<file path="src/rtl/key_pkg.sv">
// rtl/key_pkg.sv - shared event codes and per-key hold FSM states for key_event_ctrl.
package key_pkg;

  localparam logic [1:0] EVT_PRESS   = 2'd0;
  localparam logic [1:0] EVT_LONG    = 2'd1;
  localparam logic [1:0] EVT_REPEAT  = 2'd2;
  localparam logic [1:0] EVT_RELEASE = 2'd3;

  typedef enum logic [1:0] {
    ST_IDLE    = 2'd0,
    ST_PRESSED = 2'd1,
    ST_HELD    = 2'd2
  } key_state_e;

endpackage

</file>
<file path="src/rtl/key_hold_fsm.sv">
// rtl/key_hold_fsm.sv - one key's hold FSM, hold counter and single-entry pending event slot.
module key_hold_fsm
  import key_pkg::*;
#(
  parameter int LONG_TICKS   = 100,
  parameter int REPEAT_TICKS = 20
) (
  input  logic       clk,
  input  logic       rst,
  input  logic       step,
  input  logic       smp,
  input  logic       grant,
  output logic       pv,
  output logic [1:0] ptype,
  output logic       lost
);

  localparam int MAX_TICKS = (LONG_TICKS > REPEAT_TICKS) ? LONG_TICKS : REPEAT_TICKS;
  localparam int HW        = $clog2(MAX_TICKS + 1);

  key_state_e    state, state_nxt;
  logic [HW-1:0] hcnt, hcnt_nxt, hcnt_inc;
  logic          evt;
  logic [1:0]    evt_type;

  always_comb begin
    state_nxt = state;
    hcnt_nxt  = hcnt;
    hcnt_inc  = hcnt + 1'b1;
    evt       = 1'b0;
    evt_type  = EVT_PRESS;
    if (step) begin
      case (state)
        ST_IDLE: begin
          if (smp) begin
            evt       = 1'b1;
            evt_type  = EVT_PRESS;
            state_nxt = ST_PRESSED;
            hcnt_nxt  = '0;
          end
        end
        ST_PRESSED: begin
          if (!smp) begin
            evt       = 1'b1;
            evt_type  = EVT_RELEASE;
            state_nxt = ST_IDLE;
          end else if (hcnt_inc == HW'(LONG_TICKS)) begin
            evt       = 1'b1;
            evt_type  = EVT_LONG;
            state_nxt = ST_HELD;
            hcnt_nxt  = '0;
          end else begin
            hcnt_nxt = hcnt_inc;
          end
        end
        ST_HELD: begin
          if (!smp) begin
            evt       = 1'b1;
            evt_type  = EVT_RELEASE;
            state_nxt = ST_IDLE;
          end else if (hcnt_inc == HW'(REPEAT_TICKS)) begin
            evt      = 1'b1;
            evt_type = EVT_REPEAT;
            hcnt_nxt = '0;
          end else begin
            hcnt_nxt = hcnt_inc;
          end
        end
        default: state_nxt = ST_IDLE;
      endcase
    end
  end

  // A grant in the same cycle hands the old event out, so only an ungranted full slot loses one.
  assign lost = evt && pv && !grant;

  always_ff @(posedge clk) begin
    if (rst) begin
      state <= ST_IDLE;
      hcnt  <= '0;
      pv    <= 1'b0;
      ptype <= EVT_PRESS;
    end else begin
      state <= state_nxt;
      hcnt  <= hcnt_nxt;
      if (evt) begin
        pv    <= 1'b1;
        ptype <= evt_type;
      end else if (grant) begin
        pv <= 1'b0;
      end
    end
  end

endmodule

</file>
<file path="src/rtl/key_event_ctrl.sv">
// rtl/key_event_ctrl.sv - tick sampling of W keys, per-key hold FSMs and round-robin event output.
module key_event_ctrl
  import key_pkg::*;
#(
  parameter int W            = 4,
  parameter int TICK_DIV     = 1000000,
  parameter int LONG_TICKS   = 100,
  parameter int REPEAT_TICKS = 20
) (
  input  logic                                clk,
  input  logic                                rst,
  input  logic [W-1:0]                        keylvl,
  output logic                                evt_valid,
  input  logic                                evt_ready,
  output logic [((W > 1) ? $clog2(W) : 1)-1:0] evt_key,
  output logic [1:0]                          evt_type,
  output logic                                ovf,
  input  logic                                ovf_clr
);

  localparam int KW = (W > 1) ? $clog2(W) : 1;
  localparam int CW = (TICK_DIV > 1) ? $clog2(TICK_DIV) : 1;

  logic [CW-1:0] cnt;
  logic          tick, tick_d;
  logic [W-1:0]  key_smp;
  logic [W-1:0]  pv, grant, lost;
  logic [1:0]    ptype [W];
  logic [KW-1:0] ptr, gidx;
  logic [1:0]    gtype;
  logic          found, load;

  assign tick = (cnt == CW'(TICK_DIV - 1));

  always_ff @(posedge clk) begin
    if (rst) begin
      cnt     <= '0;
      tick_d  <= 1'b0;
      key_smp <= '0;
    end else begin
      cnt    <= tick ? '0 : cnt + 1'b1;
      tick_d <= tick;
      if (tick) key_smp <= keylvl;
    end
  end

  for (genvar g = 0; g < W; g++) begin : g_key
    key_hold_fsm #(
      .LONG_TICKS  (LONG_TICKS),
      .REPEAT_TICKS(REPEAT_TICKS)
    ) u_fsm (
      .clk  (clk),
      .rst  (rst),
      .step (tick_d),
      .smp  (key_smp[g]),
      .grant(grant[g]),
      .pv   (pv[g]),
      .ptype(ptype[g]),
      .lost (lost[g])
    );
  end

  // Two passes give the cyclic search: keys above the pointer first, then wrap to the rest.
  always_comb begin
    found = 1'b0;
    gidx  = '0;
    gtype = EVT_PRESS;
    for (int k = 0; k < W; k++) begin
      if (!found && pv[k] && (k > int'(ptr))) begin
        found = 1'b1;
        gidx  = KW'(k);
        gtype = ptype[k];
      end
    end
    for (int k = 0; k < W; k++) begin
      if (!found && pv[k] && (k <= int'(ptr))) begin
        found = 1'b1;
        gidx  = KW'(k);
        gtype = ptype[k];
      end
    end
  end

  assign load  = !evt_valid || evt_ready;
  assign grant = (load && found) ? (W'(1) << gidx) : '0;

  always_ff @(posedge clk) begin
    if (rst) begin
      evt_valid <= 1'b0;
      evt_key   <= '0;
      evt_type  <= EVT_PRESS;
      ptr       <= KW'(W - 1);
      ovf       <= 1'b0;
    end else begin
      if (load) begin
        evt_valid <= found;
        if (found) begin
          evt_key  <= gidx;
          evt_type <= gtype;
          ptr      <= gidx;
        end
      end
      if (|lost)        ovf <= 1'b1;
      else if (ovf_clr) ovf <= 1'b0;
    end
  end

endmodule

</file>
<file path="config.mk">
export PLATFORM = sky130hd
export DESIGN_NAME = key_event_ctrl
export DESIGN_NICKNAME = d
export VERILOG_FILES = /design/src/rtl/key_pkg.sv /design/src/rtl/key_hold_fsm.sv /design/src/rtl/key_event_ctrl.sv
export SDC_FILE = /design/constraint.sdc
export NUM_CORES = 1
export LEC_CHECK = 0
export ABC_AREA = 1
export BUFFER_PORTS_ARGS = -buffer_cell sky130_fd_sc_hd__buf_4
export CORE_ASPECT_RATIO = 1.2
export CORE_MARGIN = 2
export CORE_UTILIZATION = 59
export DETAILED_ROUTE_END_ITERATION = 8
export GPL_TIMING_DRIVEN = 0
export PLACE_DENSITY = 0.82
export REMOVE_ABC_BUFFERS = 1
export SLEW_MARGIN = 20
export SYNTH_ARGS = -nofsm -noshare
export SYNTH_HDL_FRONTEND = slang
export SYNTH_SLANG_ARGS = --single-unit
</file>
<file path="constraint.sdc">
create_clock -name clk -period 1.9 [get_ports clk]
set_input_delay 0.38 -clock clk [delete_from_list [all_inputs] [get_ports clk]]
set_output_delay 0.38 -clock clk [all_outputs]
set_load 0.005 [all_outputs]
</file>
# Word-level counts from Yosys, hierarchy flattened
# Cells that the tools add are included.
dict set report word_totals {
  regBits 81
  inputBits 8
  output_inout_bits 6
  word_cells 258
}
dict set report classes {
  n_addsub 5
  magnitude_cmp 6
  n_eq_ne 37
  n_shift 1
  muxes 128
  n_reduce_logical 57
}
# cell n
set ops {}
lappend ops {{$mux 7} 20}
lappend ops {{$mux 2} 45}
lappend ops {{$pmux 7 s3} 4}
lappend ops {{$mux 1} 46}
lappend ops {{$ne 2x2->1 const B} 16}
lappend ops {{$add 7x1->7 const B} 4}
lappend ops {{$eq 7x5->1 const B} 4}
lappend ops {{$eq 7x7->1 const B} 4}
lappend ops {{$pmux 2 s3} 4}
lappend ops {{$logic_and 1x1->1} 21}
lappend ops {{$add 20x1->20 const B} 1}
lappend ops {{$eq 20x20->1 const B} 1}
lappend ops {{$reduce_and 5->1} 4}
lappend ops {{$pmux 2 s2} 4}
lappend ops {{$reduce_and 4->1} 4}
lappend ops {{$ne 3x2->1 const B} 4}
lappend ops {{$pmux 1 s3} 4}
lappend ops {{$reduce_bool 3->1} 4}
lappend ops {{$logic_not 1->1} 11}
lappend ops {{$reduce_bool 2->1} 5}
lappend ops {{$eq 2x1->1 const B} 4}
lappend ops {{$eq 2x2->1 const B} 4}
lappend ops {{$logic_not 2->1} 4}
lappend ops {{$gt 2x2->1 const A} 2}
lappend ops {{other kinds (9)} 10}

# Longest topological paths before layout
# Gate-level depths: netlist of the first run.
dict set report depth {
  word_depth 32
  depth_mapped 14
}

# By module
# Synthesis of the first run repeated with hierarchy kept, for this count alone.
dict set report unflattened {
  cells_unflattened 840
  hier_area_um2 5517.8
}
# mod n_inst cells_each area_per_inst_um2 seq_area_each_um2
set by_module_without_submodules {}
lappend by_module_without_submodules {{key_hold_fsm at g_key[2].u_fsm ...} 2 146 954.7 240.2}
lappend by_module_without_submodules {key_event_ctrl 1 276 1849.3 660.6}
lappend by_module_without_submodules {{key_hold_fsm at g_key[0].u_fsm ...} 2 136 879.6 240.2}

# Worst setup path before layout of the first run
# No wires, ideal clock.
dict set report synth_path {
  kind {register to register}
  startpoint {reg g_key[1].u_fsm.hcnt[0]}
  endpoint {reg ovf}
  setup_time_ns 0.125
  t_arrival_ns 1.563
  path_slack_ns 0.211
  path_stages_with_launch 15
  path_buffers 0
  synth_period_minus_slack_ns 1.689
  cell_sequence {dfxtp_1 -> ha_1 -> nand2_1 -> nor2_2 -> nand2_1 -> nand2_1 -> nor2_1 -> nand3_1 -> nand3_1 -> nor2_2 -> nor2_4 -> nand2_1 -> nand3_2 -> nor2_2 -> nor2_2}
}
dict set report synth_via {
  elab_chain_cells 10
}
# element line_no
set synth_rtl {}
lappend synth_rtl {{start: declaration} key_hold_fsm.sv:22} ;# logic [HW-1:0] hcnt, hcnt_nxt, hcnt_inc;
lappend synth_rtl {{start signal: assignment} key_hold_fsm.sv:85} ;# hcnt <= hcnt_nxt;
lappend synth_rtl {{$add 7x1->7 *} key_hold_fsm.sv:29} ;# hcnt_inc = hcnt + 1'b1;
lappend synth_rtl {{$eq 7x5->1 or $eq 7x7->1 (tied branches)} {key_hold_fsm.sv:61, key_hold_fsm.sv:47}}
lappend synth_rtl {{$mux 1, on equally long branches} {key_hold_fsm.sv:61, key_hold_fsm.sv:47}}
lappend synth_rtl {{$mux 1, on equally long branches} {key_hold_fsm.sv:57, key_hold_fsm.sv:43}}
lappend synth_rtl {{$pmux 1 s3 *} key_hold_fsm.sv:33} ;# case (state)
lappend synth_rtl {{$mux 1 *} key_hold_fsm.sv:32} ;# if (step) begin
lappend synth_rtl {{$logic_and 1x1->1 * (2 in a row)} key_hold_fsm.sv:75} ;# assign lost = evt && pv && !grant;
lappend synth_rtl {{$reduce_or 4->1 *} key_event_ctrl.sv:103} ;# if (|lost) ovf <= 1'b1;
lappend synth_rtl {{$mux 1 or $reduce_bool 2->1 (tied branches)} --}
lappend synth_rtl {{end signal: assignment} key_event_ctrl.sv:93} ;# ovf <= 1'b0;
lappend synth_rtl {{end signal: assignment} key_event_ctrl.sv:103}
lappend synth_rtl {{end signal: assignment} key_event_ctrl.sv:104} ;# else if (ovf_clr) ovf <= 1'b0;
lappend synth_rtl {{end: declaration} key_event_ctrl.sv:17} ;# output logic ovf,
# Every way passes the cells marked *; elsewhere a longest branch is shown, timed or not.
# A chain may end at the register's enable or synchronous reset.

# Worst setup path after layout of the first run
dict set report layout_path {
  startpoint {reg g_key[0].u_fsm.state[0]}
  endpoint {reg ovf}
}
dict set report layout_via {
  elab_chain_cells 7
}
# element line_no
set layout_rtl {}
lappend layout_rtl {{start: declaration} key_hold_fsm.sv:21} ;# key_state_e state, state_nxt;
lappend layout_rtl {{start signal: assignment} key_hold_fsm.sv:84} ;# state <= state_nxt;
lappend layout_rtl {{$eq 2x2->1 (tied with other cells)} key_hold_fsm.sv:33}
lappend layout_rtl {{$pmux 1 s3 *} key_hold_fsm.sv:33}
lappend layout_rtl {{$mux 1 *} key_hold_fsm.sv:32}
lappend layout_rtl {{$logic_and 1x1->1 * (2 in a row)} key_hold_fsm.sv:75}
lappend layout_rtl {{$reduce_or 4->1 *} key_event_ctrl.sv:103}
lappend layout_rtl {{$mux 1 or $reduce_bool 2->1 (tied branches)} --}
# Marked as above.

==> run summary, run 1 <==
Pre-CTS setup slack = -0.152 ns
Overall Global Routing Usage = 23.3%
Ports = 14
Static Leak = 0.00226 uW
GP Congestion = 0.917
DP Wirelength = 7350 um
Final nets = 768
Netlist cell types = 44
Setup tns final = 0 ns
Core Footprint = 8060 um2
Commonest cells post-synth = nand2_1, inv_1, nor2_1
Share of cells above drive strength 1 = 21.2%
Final Hold Viols = 0
Worst slew margin = 55.0%
Post-route cell area = 5520 um2
P&R area growth vs syn = 13.9%
Max Fanout on Critical Path = 6
Post-synthesis area per instance = 6.89 um2
First-pass GRT wire length = 17000 um
Share of Yosys cell area claimed by the top area cell type = 33.4%
Initial DRC count = 237
Max Cap Viol = 0
Initial core utilization = 60.1%
Async SR Flop Fraction = 0%
Worst Max-Slew Pin Slew = 0.674 ns
CTS tree = built
Largest net degree at the start of global routing = 47
Die Width = 86.8 um
Worst VDD drop = 0.000483 V
Achievable Freq = 562 MHz
Hold WC Path Type = in2reg
Clock root cell = clkbuf_8
CTS Buffer Depth = 2
H-tree depth = 3
Worst Skew = 0.0152 ns
Final period util = 93.7%
Total Power = 2930 uW
Hold slack = 0.232 ns
Num rows = 36
Grt total ovfl = 0
Number of synthesized register bits = 81
WP data required = 2.13 ns
Endpoints failing setup = 0
Routed vias/inst = 5.51
Pwr dens = 531 nW/um2
CTS Buf Count = 9
Fillers = 666
Most common cell in the netlist = nand2_1
Seq/Total Area, Yosys = 33.4%
Vias = 4596
Clock transition at path regs = 0.08 ns
DP Area = 5030 um2
Wire per inst = 12.6 um
Yosys Warn Count = 0
Register area = 1660 um2
Number of diodes = 0
Largest cells by area after synthesis = dfxtp_1, nand2_1, inv_1
Cell taking the most area after synthesis = dfxtp_1
WL final = 10500 um
Final ANT Viol Nets = 0
Worst skew pair latency = 0.36 ns
Most used DFF post-synth = dfxtp_1
Drt first pass iters = 7
Die Ht = 103 um
Cells after Synth = 704
Die Footprint = 8960 um2
Kind of start point of the critical path = register
Status = finished clean
Number of synthesized flops with an enable pin = 0
Num Clock Sinks = 81
CP Class = reg2reg
I/O Buffers = 13
Fin worst setup slack = 0.120 ns
Crit end category = register
Area of the multi-input gates = 2990 um2
Residual DRC = 0
Critical path arrival = 2.01 ns
Final max-slew violation count = 0
Post-layout min period = 1.78 ns
Post-synth design cell area = 4850 um2
Initial antenna violation count = 0
Vias in the first global route = 4262
kinds of logic after synthesis:
family	share of synthesized area, %
buffers and inverters	8.44
adders and majority gates	6.45
and+or+nand+nor	37.3
DFF	33.4
AOI/OAI and AO/OA	12.7
xor gates and xnor gates	1.63
sequential cells by signal, indices dropped and copies added (netlist names), 2 cells and up:
| register | count |
|---|---|
| g_key.u_fsm.state | 8 |
| evt_key | 2 |
| evt_type | 2 |
| cnt | 20 |
| key_smp | 4 |
| g_key.u_fsm.hcnt | 28 |
| ptr | 2 |
| g_key.u_fsm.ptype | 8 |
| g_key.u_fsm.pv | 4 |
cell type report:
type                    instances  share of cell area [%]
flip-flops and latches         81                    30.0
clock inverters                 2                   0.227
multi-input cells             517                    54.1
well taps                      95                    2.15
inverters                      99                    6.73
repair buffers                 27                    3.67
clock buffers                  13                    3.06
per-stage QoR:
stage | instances | util [%]
after CTS | 819 | 64.9
final | 834 | 68.5
after global routing | 834 | 68.5
after detailed placement | 804 | 62.4
after global placement | 804 | 62.4
after floorplan | 696 | -
repair_timing:
item,CTS,global route
resized for setup,6,64
pin swaps,0,15
hold buffers,0,0
buffers inserted,0,14
cloned,0,1
endpoints found under the setup margin,31,56
final timing paths:
check                                                          start                 endpoint  slack [ns]  cells past startpoint
worst min register to register                     cnt[0]$_SDFF_PP0_        cnt[0]$_SDFF_PP0_        0.42                      1
worst min-delay path                                       keylvl[2]  key_smp[2]$_SDFFE_PP0P_        0.23                      3
worst max register to register  g_key[0].u_fsm.state[0]$_SDFFE_PP0P_         ovf$_SDFFE_PP0P_        0.12                     12
worst max-delay path            g_key[0].u_fsm.state[0]$_SDFFE_PP0P_         ovf$_SDFFE_PP0P_        0.12                     12
cell usage in the layout, fill, tap and decap left out, types with 2 or more instances in the layout:
cell type and count:
inv_1 89, o22ai_1 3, nor2_2 11, clkbuf_8 12, nand3b_1 4, nor3_2 4
nor4_2 2, nand4_1 22, ha_4 2, o21ai_1 6, nor3b_2 2, a22oi_1 3
nand3_1 45, dfxtp_2 18, inv_2 10, ha_2 6, nand2_1 148, a211oi_2 5
a21oi_1 61, nor2_1 75, xor2_1 7, xnor2_1 2, nand3_2 6, nor2_4 9
ha_1 17, dfxtp_1 59, nor3b_1 2, nand2_4 3, a211oi_1 4, buf_4 27
nor3_1 7, or2_2 5, o21ai_0 20, nand2_2 20, dfxtp_4 4, nor2_8 2
metal layers:
layer / routed length, um / share of wire [%] / global-route usage (%) / up-vias
met2: 5500 / 52 / 44.6 / 95
met5: 0 / 0 / 0 / -
li1: - / - / - / 2358
met4: 186 / 1.8 / 10.2 / 0
met1: 4500 / 43 / 25.6 / 2128
met3: 327 / 3.1 / 3.02 / 15
critical path: stages (launching register included):
cell and delay, ns:
dfxtp_2 0.36, inv_1 0.08, ha_1 0.25, nor2_2 0.16, nor2_1 0.09, inv_1 0.08
nand2_1 0.10, nor2_4 0.19, nor2_8 0.06, nand2_2 0.07, nand3_2 0.07, nor2_2 0.12
nor2_2 0.04
report_power, final:
part / switching (uW) / internal (uW) / total (uW)
registers: 3.46 / 1700 / 1700
clock network: 599 / 574 / 1170
logic: 42.5 / 18.5 / 61.0
total: 645 / 2290 / 2930
(Power assumes the default switching activity.)
==> inputs of run 2 (changes only) <==
- RECOVER_POWER: unset -> 25
==> run summary, run 2 (synthesized netlist as in run 1, its figures left out) <==
Largest net degree at the start of global routing = 47 (unchanged)
Worst r2r path cells = 12 (unchanged)
Vias in the first global route = 4262 (unchanged)
CTS tree = built
Status = finished clean
Total Power = 2930 uW (about the same)
H-tree depth = 3 (unchanged)
Clock root cell = clkbuf_8
Residual DRC = 0 (unchanged)
Endpoints failing setup = 0 (unchanged)
Worst skew pair latency = 0.36 ns (about the same)
Final max-slew violation count = 0 (unchanged)
Die Footprint = 8960 um2 (unchanged)
Worst slew margin = 53.3% (-1.7 points)
CP Class = reg2reg
Setup tns final = 0 ns (unchanged)
Final Hold Viols = 0 (unchanged)
Slowest CP cell = dfxtp_2
Die Ht = 103 um (unchanged)
Overall Global Routing Usage = 23.3% (unchanged)
Critical path arrival = 2.01 ns (about the same)
Routed vias/inst = 5.51 (about the same)
Wire per inst = 12.6 um (-0.29%)
I/O Buffers = 13 (unchanged)
Post-route cell area = 5520 um2 (unchanged)
Max Cap Viol = 0 (unchanged)
Static Leak = 0.00225 uW (-0.15%)
P&R area growth vs syn = 13.9% (unchanged)
Hold WC Path Type = in2reg
Initial antenna violation count = 0 (unchanged)
DP Wirelength = 7350 um (unchanged)
WP data required = 2.13 ns (about the same)
FF-to-FF End = ovf$_SDFFE_PP0P_
Achievable Freq = 562 MHz (about the same)
Fillers = 666 (unchanged)
Hold worst-path end = key_smp[2]$_SDFFE_PP0P_
Vias = 4598 (+0.044%)
CP cell instances = inv_1 > ha_1 > nor2_2 > nor2_1 > inv_1 > nand2_1 > nor2_4 > nor2_8 > nand2_2 > nand3_2 > nor2_2 > nor2_2
Most frequent cells in the layout = nand2_1, inv_1, nor2_1, a21oi_1, dfxtp_1
CP delay by family, top = simple AND/OR/NAND/NOR gates
CTS Buffer Depth = 2 (unchanged)
CP most frequent cell = nor2_2
Worst Max-Slew Pin Slew = 0.700 ns (+0.0257 ns)
Finished Layout Cells = 834 (unchanged)
Ports = 14 (unchanged)
Buf/Inv on CP = 2 (unchanged)
Kind of start point of the critical path = register
Crit end category = register
Clock transition at path regs = 0.08 ns (about the same)
Largest stage delay, worst path = 0.36 ns (about the same)
Core Footprint = 8060 um2 (unchanged)
Hold slack = 0.231 ns (-0.000127 ns)
Die Width = 86.8 um (unchanged)
Initial core utilization = 60.1% (unchanged)
CTS Buf Count = 9 (unchanged)
Final period util = 93.6% (about the same)
Grt total ovfl = 0 (unchanged)
Num Clock Sinks = 81 (unchanged)
Placed cells = 804 (unchanged)
WL final = 10500 um (-0.29%)
Worst flop-to-flop path startpoint = g_key[0].u_fsm.state[0]$_SDFFE_PP0P_
Max reg flops = 28 (unchanged)
Max Fanout on Critical Path = 6 (unchanged)
Final ANT Viol Nets = 0 (unchanged)
Share of cells above drive strength 1 = 21.2% (unchanged)
R2R Setup Slk = 0.12 ns (about the same)
Post-layout min period = 1.78 ns (-0.000315 ns)
Number of diodes = 0 (unchanged)
DP Area = 5030 um2 (unchanged)
Initial DRC count = 235 (-0.84%)
Pwr dens = 531 nW/um2 (about the same)
Worst VDD drop = 0.000483 V (about the same)
Largest Register = g_key.u_fsm.hcnt
Hold Path Stages = 3 (unchanged)
Drt first pass iters = 7 (unchanged)
Most common cell after layout, fill and taps aside = nand2_1
Final nets = 768 (unchanged)
GP Congestion = 0.917 (unchanged)
Largest regs = g_key.u_fsm.hcnt: 28 flops, cnt: 20 flops
Min-delay src = keylvl[2]
Num rows = 36 (unchanged)
First-pass GRT wire length = 17000 um (unchanged)
Worst Skew = 0.0152 ns (+0.0000168 ns)
[run 2: cell count changes in the layout (fill, tap and decap cells not counted)]
| cell | before | now |
|---|---|---|
| clkbuf_4 | 0 | 6 |
| buf_4 | 27 | 21 |
[run 2: through the flow]
step,utilization (%),setup WS [ns]
floorplan,-,0.226
global placement,62.4,-0.0891
detailed placement,62.4,-0.152
CTS,64.9,0.00346
global route,68.5,-0.0179
finish,68.5,0.121
[run 2: area by class of cell]
cell class	count	area [um2]	share of cell area (%)
Clock inverter	2	12.5	0.227
Timing Repair Buffer	27	203	3.67
Sequential cell	81	1660	30.0
Tap cell	95	119	2.15
Multi-Input combinational cell	517	2990	54.1
Clock buffer	13	169	3.06
Inverter	99	372	6.73
[run 2: worst max path at each step]
stage | cells after the start | from | endpoint | slack (ns)
final | 12 | g_key[0].u_fsm.state[0]$_SDFFE_PP0P_ | ovf$_SDFFE_PP0P_ | 0.12
after global routing | 11 | g_key[1].u_fsm.hcnt[0]$_SDFFE_PP0P_ | g_key[1].u_fsm.ptype[0]$_SDFFE_PP0P_ | -0.02
after CTS | 14 | g_key[1].u_fsm.hcnt[0]$_SDFFE_PP0P_ | ovf$_SDFFE_PP0P_ | 0.003
after detailed placement | 11 | g_key[3].u_fsm.state[0]$_SDFFE_PP0P_ | g_key[3].u_fsm.hcnt[2]$_SDFFE_PP0P_ | -0.15
after global placement | 4 | rst | key_smp[3]$_SDFFE_PP0P_ | -0.09
after floorplan | 12 | cnt[0]$_SDFF_PP0_ | key_smp[3]$_SDFFE_PP0P_ | 0.23
[run 2: routing by layer]
| layer | vias up | global-route usage, % | part of all wire [%] |
|---|---|---|---|
| met4 | 0 | 10.2 | 1.8 |
| li1 | 2356 | - | - |
| met1 | 2131 | 25.6 | 43 |
| met5 | - | 0 | 0 |
| met3 | 17 | 3.02 | 3.0 |
| met2 | 94 | 44.6 | 52 |
[run 2: power breakdown]
group / total [uW] / switching [uW] / internal, uW
sequential: 1700 / 3.46 / 1700
clock: 1170 / 599 / 574
combinational: 61.2 / 42.7 / 18.6
total: 2930 / 645 / 2290
[run 2: tightest hold or removal path: stages]
cell and delay (ns):
buf_4 0.08, nand2_1 0.04, o21ai_1 0.05
[run 2: what timing repair did]
action                                  in CTS  in global routing
setup buffers                                0                 14
hold buffers                                 0                  0
endpoints found under the setup margin      31                 56
pin swaps                                    0                 15
gates cloned                                 0                  1
gates resized for setup                      6                 64
==> inputs of run 3 (changes only) <==
- CORE_UTILIZATION: 59 -> 56
- PLACE_DENSITY: 0.82 -> 0.79
==> run summary, run 3 (synthesized netlist as in run 1, its figures left out) <==
Fillers = 746 (+12%)
I/O Buffers = 13 (unchanged)
P&R area growth vs syn = 14.7%
Die Ht = 106 um (+2.5%)
Vias in the first global route = 4251 (-0.26%)
Largest stage delay, worst path = 0.38 ns (+0.02 ns)
Initial DRC count = 215 (-8.5%)
Largest net degree at the start of global routing = 47 (unchanged)
Wire per inst = 12.2 um (-2.8%)
Final nets = 762 (-0.78%)
Max reg flops = 28 (unchanged)
Worst skew pair latency = 0.36 ns (about the same)
Achievable Freq = 560 MHz (-0.29%)
CTS Buf Count = 9 (unchanged)
RSZ-0062 raised after global routing = yes
Crit end category = register
Endpoints failing setup = 0 (unchanged)
CTS tree = built
Post-layout min period = 1.78 ns (+0.00513 ns)
Initial antenna violation count = 0 (unchanged)
Vias = 4536 (-1.3%)
Kind of start point of the critical path = register
Total stage count of the critical path = 11 (-1)
Core Footprint = 8520 um2 (+5.6%)
Num rows = 37 (+2.8%)
Final max-slew violation count = 0 (unchanged)
Final ANT Viol Nets = 0 (unchanged)
Critical Path Source = g_key[2].u_fsm.state[1]$_SDFFE_PP0P_
GP Congestion = 0.920 (+0.43%)
Clock root cell = clkbuf_8
Buf/Inv on CP = 4 (+2)
Worst flop-to-flop path startpoint = g_key[2].u_fsm.state[1]$_SDFFE_PP0P_
Hold slack = 0.230 ns (-0.00139 ns)
Final period util = 93.9% (+0.27 points)
CTS Buffer Depth = 2 (unchanged)
Residual DRC = 0 (unchanged)
Area of the multi-input gates = 3000 um2 (+0.25%)
Static Leak = 0.00223 uW (-0.86%)
Hold WC Path Type = in2reg
FF-to-FF End = g_key[2].u_fsm.hcnt[0]$_SDFFE_PP0P_
Largest Register = g_key.u_fsm.hcnt
Worst setup path endpoint = g_key[2].u_fsm.hcnt[0]$_SDFFE_PP0P_
Routed vias/inst = 5.33 (-3.3%)
Largest regs = g_key.u_fsm.hcnt: 28 flops, cnt: 20 flops
DP Wirelength = 7100 um (-3.3%)
Share of cells above drive strength 1 = 19.5% (-1.8 points)
Worst slew margin = 47.9% (-5.4 points)
Grt total ovfl = 0 (unchanged)
Final Hold Viols = 0 (unchanged)
Worst VDD drop = 0.000511 V (+5.9%)
R2R Setup Slk = 0.12 ns (about the same)
CP delay by family, top = simple AND/OR/NAND/NOR gates
Drt first pass iters = 5 (-2)
Initial core utilization = 56.9% (-3.2 points)
Hold Buf Count CTS = 0 (unchanged)
WP data required = 2.18 ns (+0.05 ns)
Overall Global Routing Usage = 22.0% (-1.3 points)
CP Class = reg2reg
Worst Skew = 0.00944 ns (-0.00581 ns)
Ports = 14 (unchanged)
CP cell instances = inv_1 > ha_2 > inv_1 > a21oi_1 > nor4_2 > nand2_1 > inv_2 > nand2_1 > inv_2 > nor2_1 > a211oi_1
Register area = 1640 um2 (-0.90%)
Most common cell after layout, fill and taps aside = nand2_1
Worst r2r path cells = 11 (-1)
Pwr dens = 593 nW/um2 (+12%)
Final core occ = 65.3% (-3.2 points)
Number of diodes = 0 (unchanged)
Max Cap Viol = 0 (unchanged)
First-pass GRT wire length = 17000 um (about the same)
Worst Max-Slew Pin Slew = 0.781 ns (+0.0811 ns)
Critical path arrival = 2.06 ns (+0.05 ns)
Die Width = 89.0 um (+2.5%)
Num Clock Sinks = 81 (unchanged)
Clock transition at path regs = 0.08 ns (about the same)
H-tree depth = 3 (unchanged)
Max Fanout on Critical Path = 6 (unchanged)
Status = finished clean
Slowest CP cell = dfxtp_2
Die Footprint = 9420 um2 (+5.1%)
Most frequent cells in the layout = nand2_1, inv_1, nor2_1, dfxtp_1, a21oi_1
WL final = 10400 um (-0.83%)
run 3: changes by cell type in the layout (fill, tap and decap cells not counted), sizes merged:
cell / change
clkbuf: -2
buf: -7
nand2: +1
bufinv: +3
run 3: metrics by stage:
step | power, uW | area (um2) | instances | TNS (ns) | worst slack (ns)
after detailed placement | 1800 | 5060 | 826 | -2.53 | -0.141
after floorplan | 1760 | 4810 | 696 | 0 | 0.226
after global placement | 1800 | 5060 | 826 | -2.14 | -0.132
after global routing | 3410 | 5560 | 851 | -0.0648 | -0.0429
final | 3300 | 5560 | 851 | 0 | 0.116
after CTS | 3320 | 5320 | 842 | 0 | 0.00763
run 3: area by class of cell:
type / instances / area share [%]
clock buffers: 11 / 2.54
clock inverters: 5 / 1.84
inverters: 99 / 6.68
multi-input cells: 518 / 53.9
flip-flops and latches: 81 / 29.6
well taps: 117 / 2.63
repair buffers: 20 / 2.86
run 3: timing repair:
action | CTS | global route
endpoints found under the setup margin | 29 | 61
pin swaps | 0 | 11
gates resized for setup | 5 | 55
buffers inserted | 0 | 7
gates cloned | 0 | 2
run 3: how the worst min path moves through the flow:
stage | from | endpoint | slack (ns) | cells after the start
5_1_grt | keylvl[2] | key_smp[2]$_SDFFE_PP0P_ | 0.23 | 3
6_report | keylvl[2] | key_smp[2]$_SDFFE_PP0P_ | 0.23 | 3
3_5_place_dp | evt_key[1]$_SDFFE_PP0P_ | evt_key[1]$_SDFFE_PP0P_ | 0.45 | 2
4_1_cts | keylvl[0] | key_smp[0]$_SDFFE_PP0P_ | 0.23 | 3
3_3_place_gp | cnt[0]$_SDFF_PP0_ | cnt[0]$_SDFF_PP0_ | 0.43 | 1
2_1_floorplan | cnt[0]$_SDFF_PP0_ | cnt[0]$_SDFF_PP0_ | 0.42 | 1
run 3: tightest hold or removal path, stage by stage:
cell	delay (ns)
buf_4	0.08
nand2_1	0.04
o21ai_1	0.06
run 3: where the power goes:
part           switching (uW)  leakage (uW)  total, uW  internal [uW]
clock                     624      0.000120       1530            907
combinational            44.1       0.00145       65.7           21.6
sequential               5.12      0.000660       1700           1700
run 3: metal layers:
metal | global-route usage (%) | part of all wire (%)
met5 | 0 | 0
met4 | 10.0 | 2.1
met3 | 3.11 | 2.7
met2 | 38.6 | 52
met1 | 25.8 | 43
